`src/rtl/d_serial_bch_encoder_ctrl_pkg.sv`:
```
// Shared definitions for the serial BCH(t=12, GF(2^14)) encoder.
//   - D_BCH_ENC_PRT_LENGTH : parity length in bits (168)
//   - bch_state_e          : controller state encoding (IDLE=0, MSG=1, PAR=2, DRAIN=3)
//   - BchGen               : generator polynomial g(x) without its x^168 term,
//                            bit i = coefficient of x^i
// The field is GF(2^14) built on x^14 + x^5 + x^3 + x + 1 with alpha = x.
// g(x) is the product of the minimal polynomials of alpha^1, alpha^3, ... alpha^23
// and is evaluated once at elaboration.

`ifndef D_BCH_ENC_PRT_LENGTH
`define D_BCH_ENC_PRT_LENGTH 168
`endif

package d_serial_bch_encoder_ctrl_pkg;

    localparam int unsigned PrtLength = `D_BCH_ENC_PRT_LENGTH;
    localparam int unsigned GfM       = 14;
    localparam int unsigned BchT      = 12;

    // Reduction mask for x^14 = x^5 + x^3 + x + 1.
    localparam logic [GfM-1:0] GfReduce = 14'h002b;

    typedef enum logic [1:0] {
        StIdle  = 2'd0,
        StMsg   = 2'd1,
        StPar   = 2'd2,
        StDrain = 2'd3
    } bch_state_e;

    function automatic logic [GfM-1:0] gf_mul(input logic [GfM-1:0] a, input logic [GfM-1:0] b);
        logic [GfM-1:0] acc;
        logic [GfM-1:0] x;
        acc = '0;
        x   = a;
        for (int i = 0; i < GfM; i++) begin
            if (b[i]) acc = acc ^ x;
            x = x[GfM-1] ? ((x << 1) ^ GfReduce) : (x << 1);
        end
        return acc;
    endfunction

    // Every odd root below 2t lies in a distinct 14-element cyclotomic coset, so each
    // minimal polynomial is the product of (x + beta^(2^j)) for j = 0..13.
    function automatic logic [PrtLength:0] bch_gen_poly();
        logic [PrtLength:0]      g;
        logic [PrtLength:0]      prod;
        logic [GfM:0][GfM-1:0]   c;
        logic [GfM:0]            m;
        logic [GfM-1:0]          beta;
        g = '0;
        g[0] = 1'b1;
        for (int t = 0; t < BchT; t++) begin
            beta = 14'd1;
            for (int k = 0; k < 2 * t + 1; k++) beta = gf_mul(beta, 14'd2);
            c = '0;
            c[0] = 14'd1;
            for (int j = 0; j < GfM; j++) begin
                for (int k = GfM; k > 0; k--) c[k] = c[k-1] ^ gf_mul(c[k], beta);
                c[0] = gf_mul(c[0], beta);
                beta = gf_mul(beta, beta);
            end
            // Coefficients of a minimal polynomial are all in GF(2).
            for (int k = 0; k <= GfM; k++) m[k] = c[k][0];
            prod = '0;
            for (int k = 0; k <= GfM; k++) begin
                if (m[k]) prod = prod ^ (g << k);
            end
            g = prod;
        end
        return g;
    endfunction

    localparam logic [PrtLength:0]   BchGenFull = bch_gen_poly();
    localparam logic [PrtLength-1:0] BchGen     = BchGenFull[PrtLength-1:0];

endpackage

```
`src/rtl/d_serial_m_lfs_XOR.sv`:
```
// Combinational next-parity step of the serial systematic BCH encoder (one LFSR shift).
//   i_message     : incoming message bit
//   i_cur_parity  : current parity register, bit 167 = coefficient of x^167
//   o_next_parity : parity after absorbing i_message

module d_serial_m_lfs_XOR
    import d_serial_bch_encoder_ctrl_pkg::*;
(
    input  logic                 i_message,
    input  logic [PrtLength-1:0] i_cur_parity,
    output logic [PrtLength-1:0] o_next_parity
);

    logic feedback;

    always_comb begin
        feedback      = i_message ^ i_cur_parity[PrtLength-1];
        o_next_parity = {i_cur_parity[PrtLength-2:0], 1'b0} ^ ({PrtLength{feedback}} & BchGen);
    end

endmodule

```
`src/rtl/d_serial_bch_encoder_ctrl.sv`:
```
// Serial BCH encoder controller. Message bits pass straight through to the codeword
// output while the parity accumulates; the 168 parity bits follow, MSB first.
//   i_clk, i_RESET (sync, active-high)
//   i_start                            : begin a frame (IDLE only)
//   i_message_valid / i_message        : serial message input
//   o_message_ready                    : message handshake ready
//   o_code_valid / o_code_bit          : serial codeword output
//   o_code_last                        : final parity bit of the frame
//   i_code_ready                       : downstream ready
//   o_busy                             : not IDLE

module d_serial_bch_encoder_ctrl
    import d_serial_bch_encoder_ctrl_pkg::*;
#(
    parameter int unsigned P_MSG_BITS = 8192,
    parameter int unsigned P_CNT_W    = 14
) (
    input  logic i_clk,
    input  logic i_RESET,
    input  logic i_start,
    input  logic i_message_valid,
    input  logic i_message,
    output logic o_message_ready,
    output logic o_code_valid,
    output logic o_code_bit,
    output logic o_code_last,
    input  logic i_code_ready,
    output logic o_busy
);

    localparam logic [P_CNT_W-1:0] MsgLast = P_CNT_W'(P_MSG_BITS - 1);
    localparam logic [7:0]         ParLast = 8'(PrtLength - 1);

    bch_state_e           state_q, state_d;
    logic [PrtLength-1:0] parity_q, parity_d;
    logic [PrtLength-1:0] parity_next;
    logic [P_CNT_W-1:0]   msg_cnt_q, msg_cnt_d;
    logic [7:0]           par_cnt_q, par_cnt_d;
    logic                 code_valid_q, code_valid_d;
    logic                 code_bit_q, code_bit_d;
    logic                 code_last_q, code_last_d;
    logic                 out_free;
    logic                 msg_ready;

    d_serial_m_lfs_XOR u_lfs_xor (
        .i_message     (i_message),
        .i_cur_parity  (parity_q),
        .o_next_parity (parity_next)
    );

    // Output register can take a new bit when empty or being consumed this cycle.
    assign out_free = !code_valid_q || i_code_ready;

    always_comb begin
        state_d      = state_q;
        parity_d     = parity_q;
        msg_cnt_d    = msg_cnt_q;
        par_cnt_d    = par_cnt_q;
        code_valid_d = code_valid_q;
        code_bit_d   = code_bit_q;
        code_last_d  = code_last_q;
        msg_ready    = 1'b0;

        if (code_valid_q && i_code_ready) begin
            code_valid_d = 1'b0;
            code_last_d  = 1'b0;
        end

        unique case (state_q)
            StIdle: begin
                if (i_start) begin
                    parity_d  = '0;
                    msg_cnt_d = '0;
                    state_d   = StMsg;
                end
            end
            StMsg: begin
                msg_ready = out_free;
                if (i_message_valid && out_free) begin
                    parity_d     = parity_next;
                    code_bit_d   = i_message;
                    code_valid_d = 1'b1;
                    code_last_d  = 1'b0;
                    msg_cnt_d    = msg_cnt_q + 1'b1;
                    if (msg_cnt_q == MsgLast) begin
                        par_cnt_d = '0;
                        state_d   = StPar;
                    end
                end
            end
            StPar: begin
                if (out_free) begin
                    code_bit_d   = parity_q[PrtLength-1];
                    code_valid_d = 1'b1;
                    parity_d     = parity_q << 1;
                    par_cnt_d    = par_cnt_q + 8'd1;
                    if (par_cnt_q == ParLast) begin
                        code_last_d = 1'b1;
                        state_d     = StDrain;
                    end
                end
            end
            StDrain: begin
                if (code_valid_q && i_code_ready) state_d = StIdle;
            end
            default: state_d = StIdle;
        endcase
    end

    always_ff @(posedge i_clk) begin
        if (i_RESET) begin
            state_q      <= StIdle;
            parity_q     <= '0;
            msg_cnt_q    <= '0;
            par_cnt_q    <= '0;
            code_valid_q <= 1'b0;
            code_bit_q   <= 1'b0;
            code_last_q  <= 1'b0;
        end else begin
            state_q      <= state_d;
            parity_q     <= parity_d;
            msg_cnt_q    <= msg_cnt_d;
            par_cnt_q    <= par_cnt_d;
            code_valid_q <= code_valid_d;
            code_bit_q   <= code_bit_d;
            code_last_q  <= code_last_d;
        end
    end

    assign o_message_ready = msg_ready;
    assign o_code_valid    = code_valid_q;
    assign o_code_bit      = code_bit_q;
    assign o_code_last     = code_last_q;
    assign o_busy          = (state_q != StIdle);

endmodule
```
`config.mk`:
```
export PLATFORM = sky130hd
export DESIGN_NAME = d_serial_bch_encoder_ctrl
export DESIGN_NICKNAME = d
export VERILOG_FILES = /design/src/rtl/d_serial_bch_encoder_ctrl_pkg.sv /design/src/rtl/d_serial_m_lfs_XOR.sv /design/src/rtl/d_serial_bch_encoder_ctrl.sv
export SDC_FILE = /design/constraint.sdc
export NUM_CORES = 1
export LEC_CHECK = 0
export CORE_MARGIN = 3
export CORE_UTILIZATION = 45
export DETAILED_ROUTE_END_ITERATION = 10
export PLACE_DENSITY = 0.57
export SYNTH_ARGS = -nofsm -noshare
export SYNTH_HDL_FRONTEND = slang
export SYNTH_SLANG_ARGS = --single-unit
```
`constraint.sdc`:
```
create_clock -name i_clk -period 2.95 [get_ports i_clk]
set_input_delay 0.7375 -clock i_clk [delete_from_list [all_inputs] [get_ports i_clk]]
set_output_delay 0.7375 -clock i_clk [all_outputs]
set_load 0.02 [all_outputs]
```
* After elaboration in Yosys (flattened, before gate mapping)
Index checks and enable logic that the tools add are counted.
** Storage, ports and cells
- Word-level logic and storage cells :: 67
- Input bits :: 6
- Output and inout bits :: 5
- Flip-flop bits (word level) :: 195
** Cells by class
- Bitwise logic cells :: 2
- Reductions and logical operators :: 14
- Equal/unequal tests :: 11
- Muxes and demuxes :: 31
- Add/subtract/negate cells :: 2
** Operator list (number)
- 168-bit 2-to-1 mux :: 3
- 168-bit case mux with 3 select lines :: 1
- 168-bit by 167-bit XOR with 168-bit output :: 1
- 14-bit 2-to-1 mux :: 2
- 14-bit case mux with 2 select lines :: 1
- 8-bit 2-to-1 mux :: 3
- 8-bit case mux with 2 select lines :: 1
- 14-bit by 1-bit adder with 14-bit output, second input constant :: 1
- 14-bit by 13-bit == test with 1-bit output, second input constant :: 1
- 2-bit 2-to-1 mux :: 6
- 2-bit != test, second input constant :: 6
- 1-bit 2-to-1 mux :: 10
- 8-bit by 1-bit adder with 8-bit output, second input constant :: 1
- 8-bit == test, second input constant :: 1
- 2-bit case mux with 4 select lines :: 1
- 4-bit AND reduction :: 2
- 1-bit case mux with 2 select lines :: 3
- 3-bit AND reduction :: 2
- 6-bit AND reduction :: 1
- 2-bit nonzero test :: 3
- 2-bit == test, second input constant :: 2
- 3-bit nonzero test :: 1
- 2-bit by 1-bit == test with 1-bit output, second input constant :: 1
- 1-bit logical AND :: 2
- 4 further kinds :: 4

* Depth between registers and ports, before layout
Gate-level depths: netlist (run 1).
- Depth after elaboration :: 5
- Gate-level depth with buffers :: 10
- Mapped depth without buffers :: 7

* Cells and area by module
A second synthesis (run 1) with hierarchy kept.
** Unflattened totals
- Cell total of the unflattened synthesis :: 1167
- Area, all modules :: 11663.7 µm²
** Modules (own cells, without submodules)
- d_serial_bch_encoder_ctrl :: cells an instance 980, sequential area each 3903.7 µm², times used 1, area each 8872.3 µm²
- d_serial_m_lfs_XOR :: cells an instance 187, sequential area each 0.0 µm², times used 1, area each 2791.4 µm²

* Worst setup path before layout (run 1)
Ideal clock, no wire load.
- Path kind :: input port to flip-flop
- Start point :: input i_code_ready
- End point :: register parity_q[10]
- Path buffers :: 2
- Arrival time :: 2.150 ns
- Required time :: 2.891 ns
- Library setup time :: 0.059 ns
- Stages on the path :: 7
- Slack :: 0.742 ns
- Path through :: nand2b_1 a21oi_2 nor4_4 nor2_1 buf_2 buf_2 a22o_1
** On the way
- Longest elaborated chain between the ends :: 4
- Elaborated cells between the ends (all ways) :: 5
- Those cells by class :: 2 x eq/ne; 3 x reduce/logical
** RTL lines
- from (decl) :: RTL line d_serial_bch_encoder_ctrl.sv:27 : input logic i_code_ready,
- 1-bit logical OR * :: RTL line d_serial_bch_encoder_ctrl.sv:52 : assign out_free = !code_valid_q || i_code_ready;
- 1-bit logical AND :: RTL line d_serial_bch_encoder_ctrl.sv:79 : if (i_message_valid && out_free) begin
- 2-bit != test (no line)
- 4-bit AND reduction (no line) *
- to (signal assigned) :: RTL line d_serial_bch_encoder_ctrl.sv:121 : parity_q <= parity_d;
- to (decl) :: RTL line d_serial_bch_encoder_ctrl.sv:35 : logic [PrtLength-1:0] parity_q, parity_d;
Every way passes the cells marked *; elsewhere a longest branch is shown, timed or not.
A chain may end at the register's enable or synchronous reset.

* Worst setup path in the final report (run 1)
- Start point :: input i_code_ready
- End point :: output o_message_ready
** On the way
- Longest elaborated chain between the ends :: 2
** RTL lines
- 1-bit logical OR :: RTL line d_serial_bch_encoder_ctrl.sv:52
- 1-bit 2-to-1 mux :: RTL line d_serial_bch_encoder_ctrl.sv:69 : unique case (state_q)
- to (decl) :: RTL line d_serial_bch_encoder_ctrl.sv:23 : output logic o_message_ready,
No other way between the ends.

==> results.md, run 1 <==
* Critical path data required time at 2.21 ns
* Syn_area_per_cell at 8.34 um^2
* Post-Route WL at 17400 um
* Num rows at 47
* Clk buf depth at 2
* Worst Hold Margin at 0.455 ns
* Area growth syn-to-layout at 11.0%
* IO buf count at 10
* Number of DRC markers in iteration 0 at 552
* Final ANT Viol Nets at 0
* Max Cap Viol at 0
* Initial Util at 46.7%
* DR vias at 6516
* Post-CTS Setup Bufs at 0
* Layout Cells excl Fill at 1142
* RePlAce Congestion at 0.799
* Cell Pwr Density at 836 mW/mm^2
* Number of buffers created by CTS at 17
* Ports at 11
* Die ar. at 0.0191 mm^2
* Clk_lat worst skew at 0.43 ns
* CP max-delay cell: clkdlybuf4s50_1
* Average routed wire per standard cell at 15.3 um
* Mapped Nets at 956
* Min-delay worst type: flip-flop to flip-flop
* H-tree depth at 4
* Largest net degree at the start of global routing at 90
* Fin. max-slew vios at 0
* Sequential element share of the synthesized area at 49.7%
* Dpl cells at 1110
* Crit-path most repeated cell: clkdlybuf4s50_1
* Clock-pin slew on the worst setup and hold paths at 0.07 ns
* Wire length of the first global-routing pass at 29800 um
* Nets at 923
* Fmax at 353 MHz
* Vias in the first global route at 6359
* CTS tree: done
* Clk root buf: clkbuf_16
* Total Routing Usage GR at 18.2%
* Hold Fails Final Rpt at 0
* Core area at 0.0168 mm^2
* Fin Clk Skew at 0.00567 ns
* Post-synth EDFFs at 0
* # fillers at 1564
* DPL Wire Length at 9140 um
* Crit Path Max Fanout at 5
* YS warnings at 0
* Ys async rst share at 0%
* CTS Sinks at 195
* Vias/cell at 5.71
* DR pass1 iterations at 4
* Initial antenna violation count at 0
* Pleak at 2.86 nW
* Die span in x at 138 um
* Die Y at 138 um
* DRC viols at 0
* Pwr Total at 7.28 mW
* Register bit total from synthesis at 195
* Critical-path cell list: clkdlybuf4s50_1 -> nor2b_1 -> nor2_1 -> clkdlybuf4s50_1
* Worst vdd rail ir drop at 0.000540 V
* Post-layout min period at 2.83 ns
* RSZ-0062 raised after global routing: no
* Setup Crit Path Kind: input pin to output port
* Critical path startpoint category: input pin
* Unique cell type count in the Yosys netlist at 45
* Post-Syn Area at 0.00786 mm^2
* Final Cycle Share at 96.0%
* Setup Total Neg Slack at 0 ns
* Final Setup Violations at 0
* Crit. End Element: output port
* Gate Count Post-Synth at 942
* Worst path max stage delay at 0.62 ns
* Slew headroom at 69.5%
* Ant. Diodes at 0
* Layout cells sized above 1 at 6.94%
* Worst Tran Pin Value at 0.457 ns
* Outcome: completed
* GRT overflow at 0
* Top FF cell, synth: dfxtp_1
* Crit path DAT at 2.10 ns
## cells in the mapped netlist, types with 2 or more instances
cell type    n  share of area (%)
a22o_1      80                8.9
a21oi_1    102                6.5
clkbuf_1    59                2.8
a32o_1       5               0.64
buf_2       15               0.96
a41o_1       2               0.25
buf_1        2              0.096
nor3_1       7               0.45
buf_6        2               0.29
nand4_1      4               0.32
nand2_1    188                9.0
nand2b_1     3               0.24
or2_2        3               0.24
nand3_1     98                6.2
o21ai_0     97                6.2
dfxtp_1    195                 50
xnor2_1      4               0.45
nor2b_1      3               0.24
inv_1       12               0.57
ha_1         8                1.3
o31ai_1      2               0.19
or4_1        3               0.29
or3_1       12               0.96
nor2_1      15               0.72
## through the flow
stage	instance area [um^2]	worst slack (ns)	util, %
finish	8720	0.117	51.8
floorplan	7860	0.742	-
detailed placement	8150	0.0868	48.5
CTS	8720	0.0948	51.8
global route	8720	0.0229	51.8
global placement	8150	0.166	48.5
## placed cells by master, fill, tap and decap left out, types with 2 or more instances in the layout
master / netlist / routed
a21oi_1: 102 / 102
a22o_1: 80 / 80
a32o_1: 5 / 5
a41o_1: 2 / 2
buf_12: 0 / 8
buf_4: 1 / 10
clkbuf_16: 0 / 17
clkdlybuf4s50_1: 0 / 9
clkinv_4: 0 / 3
clkinvlp_4: 0 / 4
dfxtp_1: 195 / 195
ha_1: 8 / 7
inv_1: 12 / 12
inv_6: 0 / 3
inv_8: 0 / 3
nand2_1: 188 / 187
nand2b_1: 3 / 3
nand3_1: 98 / 98
nand4_1: 4 / 4
nor2_1: 15 / 13
nor2_4: 0 / 2
nor2b_1: 3 / 3
nor3_1: 7 / 7
o21ai_0: 97 / 97
o31ai_1: 2 / 2
or2_2: 3 / 3
or3_1: 12 / 12
or4_1: 3 / 2
xnor2_1: 4 / 4
## flip-flops by register name (all words and copies together), names as in the netlist
signal / count
parity_q: 168
msg_cnt_q: 14
o_code_bit: 1
o_code_valid: 1
state_q: 2
o_code_last: 1
par_cnt_q: 8
## cell type report
type	count	area, um^2	share of cell area [%]
multi-input cells	654	3600	41.3
repair buffers	27	325	3.73
well taps	220	275	3.16
clock buffers	18	439	5.04
flip-flops and latches	195	3900	44.8
inverters	14	52.6	0.603
clock inverters	14	121	1.39
## power breakdown
part | switching [mW] | total, mW | internal [mW]
clock | 1.07 | 2.20 | 1.13
sequential | 0.0825 | 2.83 | 2.75
combinational | 1.68 | 2.25 | 0.575
total | 2.83 | 7.28 | 4.45
## repair_timing
item | 4_1_cts | 5_1_grt
setup endpoints to repair | 1 | 0
hold buffers | 0 | 0
resized for setup | 1 | 0
## kinds of logic (layout without fill, tap and decap cells)
group / count (synthesis) / in the layout / synth area share, %
simple gates: 343 / 343 / 19.7
buf+inv: 93 / 73 / 4.92
compound gates: 297 / 297 / 23.8
fa+ha+maj: 8 / 8 / 1.27
mux: 1 / 1 / 0.127
flops: 195 / 195 / 49.7
xor+xnor: 5 / 5 / 0.557
## routing by layer
layer,track usage [%],vias up,share of wire [%]
met5,0,-,0
met4,6.14,0,0.92
li1,-,3250,-
met1,23.1,3171,49
met3,3.80,10,2.9
met2,30.9,85,47
## final timing paths
kind              depth (start not counted)          start         endpoint  slack [ns]
hold / removal                            2  parity_q[111]    parity_q[111]        0.45
setup reg to reg                          7     state_q[0]    msg_cnt_q[11]        0.56
setup / recovery                          4   i_code_ready  o_message_ready        0.12
hold reg to reg                           2  parity_q[111]    parity_q[111]        0.45
## worst max-delay path: cells and delay by family
family | cells | cell delay [ns]
buffers and inverters | 2 | 1.16
and+or+nand+nor | 2 | 0.19
Note: power is estimated with default switching activity, not from simulation.
==> inputs of run 2 (changes only) <==
--- a/config.mk
+++ b/config.mk
@@ -5,6 +5,7 @@
 export SDC_FILE = /design/constraint.sdc
 export NUM_CORES = 1
 export LEC_CHECK = 0
+export ABC_CLOCK_PERIOD_IN_PS = 2950
 export CORE_MARGIN = 3
 export CORE_UTILIZATION = 45
 export DETAILED_ROUTE_END_ITERATION = 10
==> results of run 2 <==
No change in the layout: final DEF, timing and power equal those of run 1.
==> inputs of run 3 (changes only) <==
--- a/config.mk
+++ b/config.mk
@@ -6,6 +6,7 @@
 export NUM_CORES = 1
 export LEC_CHECK = 0
 export ABC_CLOCK_PERIOD_IN_PS = 2950
+export CAP_MARGIN = 20
 export CORE_MARGIN = 3
 export CORE_UTILIZATION = 45
 export DETAILED_ROUTE_END_ITERATION = 10
==> results of run 3 <==
No change in the layout: final DEF, timing and power equal those of run 1.
==> edit 1: new RTL, flow settings as in run 3 <==
`P_MSG_BITS`: 8192 -> 6144.
--- a/src/rtl/d_serial_bch_encoder_ctrl.sv
+++ b/src/rtl/d_serial_bch_encoder_ctrl.sv
@@ -12,7 +12,7 @@
 module d_serial_bch_encoder_ctrl
     import d_serial_bch_encoder_ctrl_pkg::*;
 #(
-    parameter int unsigned P_MSG_BITS = 8192,
+    parameter int unsigned P_MSG_BITS = 6144,
     parameter int unsigned P_CNT_W    = 14
 ) (
     input  logic i_clk,
Formal check against the unedited RTL: same outputs for any inputs over 10 cycles, from zero or initial values and one cycle with i_RESET high; that may be too few to reach the edited logic, so the function may still have changed.
==> edit 1 against run 3 <==
Clock power grew 2%; synthesized cell count down 1.1%; worst setup slack better by 0.039 ns; synthesized area is 0.67% lower; cell area hardly changed; routed wire length down 1.9%; count of clock-buffer cells in the layout is 4 higher; total power is 0.54% higher; sequential cell count did not move; critical path type is now reg -> out; largest cell class unchanged; largest power group unchanged; highest routed layer unchanged.
==> edit 1: results (changes against run 3) <==
outcome: "finished clean"  # unchanged
tightest_slew_ns: 0.867  # was 0.457 ns
wl_met1_mm: 8.35  # was 8.50 mm
min_from: "parity_q[82]"  # was parity_q[111]
worstSetupPathType: "reg -> out"  # was in -> out
grt_use_met1: 0.250  # was 0.231
synth.distinct_cells: 44  # was 45
drtIter0Drc: 451  # was 552
use_met2: 0.300  # was 0.309
synth_compound_gate_area_share: 0.240  # was 0.238
r2r_setup_slack_ns: 0.54  # was 0.56 ns
synthMuxAreaShare: 0.00257  # was 0.00127
synthesis.nets: 946  # was 956
wl_per_cell_microns: 15.1  # was 15.3 microns
fin_skew_ns: 0.00924  # was 0.00567 ns
pre_cts_ws_ns: 0.0759  # was 0.0868 ns
ys_seq_area_frac: 0.500  # was 0.497
irDropWorstVdd_mv: 0.635  # was 0.540 mV
netlist_instances: 932  # was 942
wl_met2_mm: 7.97  # was 8.28 mm
hold_end: "parity_q[82]"  # was parity_q[111]
fin_nets: 914  # was 923
wl_met3_microns: 626  # was 504 microns
numCtsBuffers: 17  # unchanged
met3_usage: 0.0351  # was 0.0380
synth_area_leaders: "dfxtp_1, a22o_1, nand2_1"  # was dfxtp_1, nand2_1, a22o_1
placed_area_sq_um: 8150  # about the same
p_int_mw: 4.62  # was 4.45 mW
synthAdderAreaFrac: 0.0128  # was 0.0127
nFillCells: 1555  # was 1564
fmax_ghz: 0.358  # was 0.353 GHz
viasPerCell: 5.69  # was 5.71
cp_max_fo: 10  # was 5
holdWs_ns: 0.452  # was 0.455 ns
grt_pass1_vias: 5976  # was 6359
p_per_area_nw_per_um2: 841  # was 836 nW/um^2
dr.pass1.iters: 7  # was 4
synth_xor_area_frac: 0.00674  # was 0.00558
fin_cells: 1132  # was 1142
edit 1: timing repair:
item | 4_1_cts | 5_1_grt
resized for setup | 0 | 1
endpoints found under the hold margin | 0 | 0
endpoints found under the setup margin | 0 | 1
edit 1: kinds of logic (layout without fill, tap and decap cells):
family,after synthesis,in the layout
AOI/OAI and AO/OA,302,302
xor gates and xnor gates,6,6
adders and majority gates,8,8
buffers and inverters,86,66
DFF,195,195
muxes,2,2
and+or+nand+nor,333,333
edit 1: cell type report:
cell class	count	area (sq um)	share of cell area
sequential	195	3900	0.448
clock buffer	22	454	0.0521
timing repair buffer	27	338	0.0388
clock inverter	9	108	0.0123
multi-input combinational	651	3600	0.414
tap	220	275	0.0316
inverter	8	30.0	0.00345
edit 1: worst max-delay path, stage by stage (launching register included):
cell             delay, ns
dfxtp_1               0.36
inv_1                 0.12
ha_2                  0.29
inv_2                 0.14
nor2_1                0.12
clkdlybuf4s50_1       0.61
==> edit 2: new RTL, settings of run 3 <==
Made on the original files. Reset style: asynchronous (`i_RESET`), changed in one clocked block.
--- a/src/rtl/d_serial_bch_encoder_ctrl.sv
+++ b/src/rtl/d_serial_bch_encoder_ctrl.sv
@@ -107,7 +107,7 @@
         endcase
     end
 
-    always_ff @(posedge i_clk) begin
+    always_ff @(posedge i_clk or posedge i_RESET) begin
         if (i_RESET) begin
             state_q      <= StIdle;
             parity_q     <= '0;
Formal check against the unedited RTL: differs if i_RESET is asserted again (counterexample within 4 cycles, from zero or initial values and one cycle with i_RESET high); with i_RESET held inactive, the same outputs for 10 cycles.
==> edit 2 against run 3 <==
Cell area grew 8.2%; worst setup slack better by 0.13 ns; synthesized area grew 9.5%; via count fell by 9.7%; routed wire length is 2.8% lower; sequential cell count stayed put; clock skew increased by 0.0051 ns; cell count decreased by 16%; die area is 9.0% higher; global-route usage fell by 0.69 points.
Power is not compared: it rests on default switching activity, and its combinational part moved more than twofold at a synthesized area within 25%.
==> edit 2: results (changes against run 3) <==
holdWs_ns: 0.477  # was 0.455 ns
drt_wl_total_mm: 17.0  # was 17.4 mm
min_from: "o_code_bit"  # was parity_q[111]
fin_nets: 730  # was 923
use_met2: 0.283  # was 0.309
grt_use_met1: 0.240  # was 0.231
hpwl_mm: 8.85  # was 9.14 mm
place_inst: 926  # was 1110
synth.distinct_cells: 45  # unchanged
wl_met2_mm: 8.10  # was 8.28 mm
worstRegToRegCells: 6  # was 7
worstPathArrival_ns: 1.96  # was 2.10 ns
syn_avg_cell_area_sq_um: 11.6  # was 8.34 sq um
placed_area_sq_um: 8860  # was 8150 sq um
pre_cts_ws_ns: 0.234  # was 0.0868 ns
clkPwrFrac: 0.436
grt.total_usage: 0.175  # was 0.182
outcome: "finished clean"  # unchanged
period_minus_slack_ns: 2.70  # was 2.83 ns
grt_pass1_vias: 5941  # was 6359
fin_skew_ns: 0.0107  # was 0.00567 ns
wl_met3_microns: 380  # was 504 microns
met3_usage: 0.0374  # was 0.0380
yosysMostFrequentCell: "dfrtp_1"  # was dfxtp_1
r2r_end: "parity_q[96]"  # was msg_cnt_q[11]
viasPerCell: 6.14  # was 5.71
synth.top_cells.by_count: "dfrtp_1, a21oi_1, a22o_1"  # was dfxtp_1, nand2_1, a21oi_1
path_clk_slew_ns: 0.07  # about the same
async_flop_share: 1.00  # was 0
drive_gt1_frac: 0.0947  # was 0.0694
r2r_setup_slack_ns: 0.61  # was 0.56 ns
hold_end: "o_code_bit"  # was parity_q[111]
diodes: 0  # unchanged
wl_met1_mm: 8.39  # was 8.50 mm
grt_max_degree: 93  # was 90
post_cts_buffers: 0  # unchanged
nFillCells: 1600  # was 1564
fin_cells: 958  # was 1142
worstReg2RegStart: "state_q[0]"  # unchanged
synth_area_leaders: "dfrtp_1, a22o_1, o2bb2ai_1"  # was dfxtp_1, nand2_1, a22o_1
tightest_slew_ns: 0.970  # was 0.457 ns
ys_seq_area_frac: 0.568  # was 0.497
place.gp.congestion: 0.772  # was 0.799
cts_resized: 0  # was 1
[edit 2: cell count changes after synthesis, sizes merged, moves of 19 or more]
cell and change:
nor3 +73, nand2 -173, dfrtp +195, nand3 -89, clkbuf -19, o2bb2ai +79
dfxtp -195, o21ai -84
[edit 2: layout make-up]
class / instances / area [sq um] / share of cell area
clock inverters: 12 / 123 / 0.0130
well taps: 229 / 287 / 0.0304
multi-input cells: 466 / 3340 / 0.354
clock buffers: 20 / 447 / 0.0474
repair buffers: 26 / 320 / 0.0340
inverters: 10 / 41.3 / 0.00438
flip-flops and latches: 195 / 4880 / 0.517
[edit 2: logic make-up (layout without fill, tap and decap cells)]
logic type	after synthesis	in the layout	share of synthesized area
AOI/OAI and AO/OA	302	302	0.269
xor gates and xnor gates	1	1	0.00189
adders and majority gates	8	8	0.0116
buffers and inverters	82	68	0.0471
DFF	195	195	0.568
muxes	7	7	0.00829
and+or+nand+nor	148	148	0.0944
